### config.mk
export PLATFORM = sky130hd
export DESIGN_NAME = axi_prepend
export DESIGN_NICKNAME = d
export VERILOG_FILES = /design/src/rtl/axi_prepend.sv
export SDC_FILE = /design/constraint.sdc
export NUM_CORES = 1
export LEC_CHECK = 0
export BUFFER_PORTS_ARGS = -buffer_cell sky130_fd_sc_hd__buf_2
export CORE_ASPECT_RATIO = 0.8
export CORE_MARGIN = 4
export CORE_UTILIZATION = 35
export CTS_CLUSTER_DIAMETER = 120
export DETAILED_ROUTE_END_ITERATION = 7
export PLACE_DENSITY_LB_ADDON = 0.15
export SYNTH_ARGS = -nofsm -noshare
export SYNTH_HDL_FRONTEND = slang
export SYNTH_SLANG_ARGS = --single-unit
### constraint.sdc
create_clock -name clk -period 15.65 [get_ports clk]
set_input_delay 3.9125 -clock clk [delete_from_list [all_inputs] [get_ports clk]]
set_output_delay 3.9125 -clock clk [all_outputs]
set_load 0.005 [all_outputs]
### src/rtl/axi_prepend.sv
// axi_prepend: AXI-stream header inserter. It places up to DATA_WIDTH header
// bytes ahead of each packet's payload and realigns the payload across beat
// boundaries. When the packet grows past its last input beat, one extra
// residue beat is emitted. Output is a single register stage.
module axi_prepend #(
    parameter int DATA_WIDTH = 8,
    parameter int LEN_WIDTH  = 4
) (
    input  logic                    clk,
    input  logic                    rst_n,
    input  logic [DATA_WIDTH*8-1:0] s_tdata,
    input  logic [DATA_WIDTH-1:0]   s_tkeep,
    input  logic                    s_tlast,
    input  logic                    s_tvalid,
    output logic                    s_tready,
    output logic [DATA_WIDTH*8-1:0] m_tdata,
    output logic [DATA_WIDTH-1:0]   m_tkeep,
    output logic                    m_tlast,
    output logic                    m_tvalid,
    input  logic                    m_tready,
    input  logic [DATA_WIDTH*8-1:0] hdr_data,
    input  logic [LEN_WIDTH-1:0]    hdr_len
);

    localparam int DW = DATA_WIDTH;
    localparam int BW = DATA_WIDTH * 8;
    // Byte counts reach 2*DW (full header plus full last beat).
    localparam int CW = $clog2(2 * DATA_WIDTH + 1);

    typedef enum logic [1:0] {SOP, BODY, FLUSH} state_t;

    // Low n bits set; n >= DW gives all ones.
    function automatic logic [DW-1:0] keep_mask(input logic [CW-1:0] n);
        logic [DW-1:0] m;
        for (int i = 0; i < DW; i++) m[i] = (i < int'(n));
        return m;
    endfunction

    // Expand a per-byte enable into a per-bit data mask.
    function automatic logic [BW-1:0] byte_mask(input logic [DW-1:0] k);
        logic [BW-1:0] m;
        for (int i = 0; i < DW; i++) m[8*i +: 8] = {8{k[i]}};
        return m;
    endfunction

    function automatic logic [CW-1:0] popcount(input logic [DW-1:0] k);
        logic [CW-1:0] c;
        c = '0;
        for (int i = 0; i < DW; i++) c = c + {{(CW-1){1'b0}}, k[i]};
        return c;
    endfunction

    state_t          state_q, state_d;
    logic [CW-1:0]   len_q, len_d;      // header length latched at SOP
    logic [CW-1:0]   flush_q, flush_d;  // valid residue bytes for the FLUSH beat
    logic [BW-1:0]   res_q, res_d;      // payload bytes pushed past the current beat
    logic            mv_d, ml_d;
    logic [BW-1:0]   md_d;
    logic [DW-1:0]   mk_d;

    logic            load;
    logic            accept;
    logic [CW-1:0]   sop_len;
    logic [CW-1:0]   cur_len;
    logic [CW-1:0]   rem_len;
    logic [CW-1:0]   total;
    logic [BW-1:0]   in_data;
    logic [BW-1:0]   head;
    logic [BW-1:0]   beat;
    logic [BW-1:0]   residue;

    // Output slot is free when empty or being drained this cycle.
    assign load     = !m_tvalid || m_tready;
    assign s_tready = (state_q != FLUSH) && load;
    assign accept   = s_tvalid && s_tready;

    assign sop_len  = (hdr_len > LEN_WIDTH'(DATA_WIDTH)) ? CW'(DATA_WIDTH) : CW'(hdr_len);
    assign cur_len  = (state_q == SOP) ? sop_len : len_q;
    assign rem_len  = CW'(DATA_WIDTH) - cur_len;
    assign total    = cur_len + popcount(s_tkeep);

    // Bytes outside tkeep are cleared so they never leak into the output.
    assign in_data  = s_tdata & byte_mask(s_tkeep);
    assign head     = (state_q == SOP) ? (hdr_data & byte_mask(keep_mask(sop_len))) : res_q;
    assign beat     = head | (in_data << {cur_len, 3'b000});
    assign residue  = in_data >> {rem_len, 3'b000};

    // Next-state and output-register load decisions.
    always_comb begin
        // NOTE: every signal gets a default first so no path leaves one unassigned and infers a latch.
        state_d = state_q;
        len_d   = len_q;
        flush_d = flush_q;
        res_d   = res_q;
        mv_d    = m_tvalid;
        md_d    = m_tdata;
        mk_d    = m_tkeep;
        ml_d    = m_tlast;

        if (load) mv_d = 1'b0;

        if (state_q == FLUSH) begin
            if (load) begin
                mv_d    = 1'b1;
                md_d    = res_q;
                mk_d    = keep_mask(flush_q);
                ml_d    = 1'b1;
                state_d = SOP;
            end
        end else if (accept) begin
            len_d = cur_len;
            res_d = residue;
            mv_d  = 1'b1;
            md_d  = beat;
            mk_d  = '1;
            ml_d  = 1'b0;
            if (!s_tlast) begin
                state_d = BODY;
            end else if (total <= CW'(DATA_WIDTH)) begin
                mk_d    = keep_mask(total);
                ml_d    = 1'b1;
                state_d = SOP;
            end else begin
                flush_d = total - CW'(DATA_WIDTH);
                state_d = FLUSH;
            end
        end
    end

    // State, residue and output register.
    always_ff @(posedge clk or negedge rst_n) begin
        // NOTE: the residue datapath is reset too, so outputs and FLUSH content are deterministic after reset.
        if (!rst_n) begin
            state_q  <= SOP;
            len_q    <= '0;
            flush_q  <= '0;
            res_q    <= '0;
            m_tvalid <= 1'b0;
            m_tdata  <= '0;
            m_tkeep  <= '0;
            m_tlast  <= 1'b0;
        end else begin
            // NOTE: non-blocking assignments so every register samples pre-edge values.
            state_q  <= state_d;
            len_q    <= len_d;
            flush_q  <= flush_d;
            res_q    <= res_d;
            m_tvalid <= mv_d;
            m_tdata  <= md_d;
            m_tkeep  <= mk_d;
            m_tlast  <= ml_d;
        end
    end

endmodule

* After elaboration in Yosys (flattened, before gate mapping)
Index checks and enable logic that the tools add are counted.
Cells by class: equal/unequal tests 3, magnitude comparators 26, mux-type cells 25, reduce and logical (&&, ||, !) cells 9, add/sub/neg operators 10, bitwise gates (word level) 5, shift-type cells 2
Operators with widths (count):
- $mux 64 | 4
- $and 64x64->64 | 2
- $or 64x64->64 | 1
- $shl 64x8->64 | 1
- $shr 64x8->64 | 1
- $lt 3x5->1 const A | 8
- $mux 8 | 5
- $lt 1x5->1 const A | 4
- $lt 2x5->1 const A | 4
- $lt 3x4->1 const A | 4
- $add 5x1->5 | 3
- $mux 2 | 5
- $mux 1 | 9
- $lt 1x4->1 const A | 2
- $lt 2x4->1 const A | 2
- $add 4x1->5 | 1
- $add 5x5->5 | 1
- $le 5x4->1 const B | 1
- $mux 5 | 1
- $sub 4x5->5 const A | 1
- $sub 5x4->5 const B | 1
- $add 3x1->4 | 1
- $gt 4x4->1 const B | 1
- $mux 4 | 1
- 12 further kinds | 16
Word-level totals: register bits 150, input bits 145, output and inout bits 75

* Longest topological paths before layout
depth in word-level cells 13, gate-level depth with buffers 21, gate-level depth less buffers 18

* Least setup slack after synthesis
OpenSTA, ideal clock, no wires.
kind input port to flip-flop, start point input port hdr_len[3], end point register m_tkeep[0], library setup time 0.135 ns, data required time 15.515 ns, path buffers 3, stages on the path 20, slack 7.046 ns, arrival time 8.469 ns, cells stage by stage buf_6 or4b_4 nand2_2 inv_2 clkbuf_1 buf_2 fa_1 fa_1 fa_1 fa_1 inv_1 a21o_1 a21oi_1 xnor2_1 ha_1 a41oi_1 or3_1 nor2_1 a32o_1 o21ai_0
On the way: word-level cells in the longest chain between the ends 9, elaborated cells between the ends (all ways) 10, those cells by class add/sub: 1; order compare: 3; mux: 6
RTL lines:
- start, declared | line 22 | input logic [LEN_WIDTH-1:0] hdr_len
- $gt 4x4->1 | line 77 | assign sop_len = (hdr_len > LEN_WIDTH'(DATA_WIDTH)) ? CW'(DATA_WIDTH) : CW'(hdr_len);
- $mux 4 (*) | line 77
- $mux 5 (*) | line 78 | assign cur_len = (state_q == SOP) ? sop_len : len_q;
- $add 5x5->5 (*) | line 80 | assign total = cur_len + popcount(s_tkeep);
- $lt 1x5->1 or $le 5x4->1 (tied branches) | line 35, 119
- $mux 8 (*) | line 119 | end else if (total <= CW'(DATA_WIDTH)) begin
- $mux 8 (*) | line 117 | if (!s_tlast) begin
- $mux 8 (*) | line 110 | end else if (accept) begin
- $mux 8 (*) | line 102 | if (state_q == FLUSH) begin
- end signal, assigned | line 150 | m_tkeep <= mk_d;
- end, declared | line 17 | output logic [DATA_WIDTH-1:0] m_tkeep,
Mark *: on every way between the ends. The rest lies on a longest branch, timed or not. The select of a mux whose other input is x is not followed. A chain may end at the register's enable or synchronous reset.

* Final worst setup path
Ends and elaborated chain as after synthesis.

==> results.md <==
- Vias: 12400
- Tightest Hold Check Type: flip-flop to flip-flop
- CTS tree: done
- Post-Syn Instances: 1401
- Synth async-reset ratio: 1.00
- Main synth FF type: dfrtp_1
- Clock-pin slew on the worst setup and hold paths: 0.07 ns
- Tmin final: 8.99 ns
- Inserted Clock Buffers: 17
- Antenna viol nets, final: 0
- CP most frequent cell: fa_1
- Die Y: 167 µm
- Vias in the first global route: 11800
- Clock skew: 0.0136 ns
- RSZ-0062 raised after global routing: false
- Final net count: 1706
- Post-CTS Hold Buffers: 0
- Post-CTS Setup Inserts: 0
- DR pass1 iterations: 5
- Total GRT Usage: 0.316
- Layout cell share with drive strength beyond 1: 0.212
- Die X: 207 µm
- CP bufs+invs: 4
- Critical-path top delay cell: buf_4
- Avg Synthesized Cell Area: 7.93 µm²
- Initial Util: 0.354
- Max IR drop VDD: 0.000123 V
- Final setup viols: 0
- Multi-input gate area: 6720 µm²
- Area growth syn-to-layout: 17.3%
- Post-layout util: 0.416
- Worst setup path start: hdr_len[3]
- Largest net degree at the start of global routing: 96
- Leading area contributor after synthesis: dfrtp_1
- Sink Count: 150
- CTS Root Cell: clkbuf_16
- Max Cap Violations: 0
- Ant. Diodes: 0
- Critical Path Start Type: input pin
- Top Ports: 220
- Yosys cell types: 76
- Iteration-0 DRC Markers: 1577
- RePlAce Congestion: 0.985
- Final Cycle Share: 0.574
- Sequential share of the synthesized area: 0.338
- Worst Path Required: 15.96 ns
- Crit path max-delay family: adder cells
- YS warnings: 0
- Syn Nets: 1561
- Setup tns final: 0 ns
- Final Hold Fails: 0
- DRC: 0
- Die ar.: 34700 µm²
- Storage element area: 3760 µm²
- Crit-path max FO: 63
- Final wirelength: 56.6 mm
- Maximum operating frequency: 111 MHz
- Vias per cell: 6.29
- Post-synth EDFFs: 0
- IO Port Bufs: 219
- Status: finished, final reports clean
- Critical Path AT: 9.30 ns
- Least-Margin Pin Slew: 1.31 ns
- Critical path class: input pin to flip-flop
- CP Capture Type: flip-flop
- Dpl hpwl: 42.5 mm
- Slew Limit Fails: 0
- Fillers: 3335
- PwrDens: 236 nW/µm²
- Initial antenna violation count: 0
- WHS: 0.470 ns
- Cell Area, Synth: 11100 µm²
- Leak pwr: 5.49 nW
- Max clock buf depth: 2
- H-Tree Depth: 4
- Rel. slew slack: 0.117
- Synthesized flop and latch total: 150
- Synth top area share: 0.338
- Slowest stage delay, CP: 0.59 ns
- First-pass GRT wire length: 82.7 mm
- GRT overflow: 0
- Hold path start: m_tkeep[2]
- Reg2reg start: state_q[0]
- Core ar.: 31400 µm²
- Post-CTS sizing: 0
- Synth top area cells: dfrtp_1, nand2_1, o21ai_0, a21oi_1, nor2_1
- Row count: 58
- CP Cell Sequence: buf_2, or4b_4, nand2_2, inv_2, buf_4, fa_1, fa_1, fa_1, fa_1, inv_1, a21o_1, a21oi_1, xnor2_1, ha_1, a41oi_1, or3_1, nor2_1, a32o_1, o21ai_0
- Avg WL per Cell: 28.6 µm
- Clock Latency Late Sink: 0.46 ns
==> per-layer routing <==
metal | part of all wire | track usage | vias up
met5 | 0 | 0 | -
li1 | - | - | 5557
met2 | 0.42 | 0.455 | 660
met3 | 0.095 | 0.0770 | 78
met4 | 0.021 | 0.0721 | 0
met1 | 0.47 | 0.477 | 6144
==> path summary, 6_finish.rpt <==
| path | slack, ns | cells past startpoint | end |
|---|---|---|---|
| setup / recovery | 6.66 | 19 | m_tkeep[0] |
| min in group asynchronous | 3.50 | 1 | m_tkeep[4] |
| setup reg to reg | 9.34 | 19 | m_tkeep[0] |
| hold reg to reg | 0.47 | 2 | m_tkeep[2] |
| max in group asynchronous | 10.65 | 2 | state_q[0] |
| hold / removal | 0.47 | 2 | m_tkeep[2] |
==> area by class of cell <==
class	instances	area share
multi-input combinational	1098	0.516
clock buffer	18	0.0337
clock inverter	14	0.0109
tap	420	0.0403
timing repair buffer	249	0.102
inverter	30	0.00903
sequential	150	0.288
==> registers in the layout (all words and copies together) (netlist names) <==
signal	flops
res_q	64
flush_q	5
m_tkeep	8
m_tvalid	1
m_tlast	1
len_q	5
m_tdata	64
state_q	2
==> cells by family after synthesis <==
group                      synth area share
AOI/OAI and AO/OA                     0.344
and+or+nand+nor                       0.196
buffers and inverters                0.0590
DFF                                   0.338
muxes                                0.0348
adders and majority gates            0.0203
xor gates and xnor gates            0.00789
==> through the flow <==
step / power (mW) / instance area (µm²) / setup slack [ns] / cells
6_report: 3.07 / 13000 / 6.66 / 1979
5_1_grt: 3.25 / 13000 / 6.36 / 1979
2_1_floorplan: 1.87 / 11100 / 7.05 / 1401
3_5_place_dp: 2.59 / 12400 / 6.27 / 1947
3_3_place_gp: 2.59 / 12400 / 6.38 / 1947
4_1_cts: 3.02 / 13000 / 6.74 / 1979
==> report_power, final <==
group,switching (mW),leakage (nW),internal (mW)
clock network,0.200,0.278,0.228
logic,1.34,3.27,0.637
registers,0.124,1.94,0.544
==> synthesized netlist by cell type, drive strengths merged (4+ instances only) <==
cell type    n
o41ai        5
mux2i        6
a31oi       37
and3         4
o221ai       7
clkbuf      82
a221oi      33
o211ai      32
inv         30
o21a        13
mux4        10
buf         41
nor2        98
xnor2        5
ha          10
o22ai       24
a21boi       4
and2        17
nand2b      20
o31ai       42
nand4        7
a211oi      23
o21ai      157
a2111oi      5
nor3        43
nand3       20
nor4         9
dfrtp      150
a21oi      115
o2bb2ai     11
a221o       23
nor2b        5
a21o         4
mux2         9
a22o        11
fa           5
or3         27
o2111ai      5
nand2      206
a22oi        9
==> worst register-to-register path, stage by stage, from the launching register on <==
cell	delay (ns)
dfrtp_2	0.71
buf_4	0.53
or4b_4	0.46
nand2_2	0.11
inv_2	0.06
buf_4	0.59
fa_1	0.57
fa_1	0.46
fa_1	0.42
fa_1	0.45
inv_1	0.08
a21o_1	0.10
a21oi_1	0.07
xnor2_1	0.27
ha_1	0.22
a41oi_1	0.16
or3_1	0.43
nor2_1	0.22
a32o_1	0.21
o21ai_0	0.07
==> placed cells by master (no fill, tap or decap), types with 32 or more instances in the layout <==
cell type	synthesis	layout
o211ai_1	32	32
a31oi_1	37	37
dfrtp_1	150	148
nand2_1	205	204
nor2_1	98	97
a21oi_1	113	113
o21ai_1	36	34
o31ai_1	42	42
a221oi_1	33	33
nor3_1	41	41
buf_2	25	218
o21ai_0	118	118
Power figures use the tool's default switching activity.
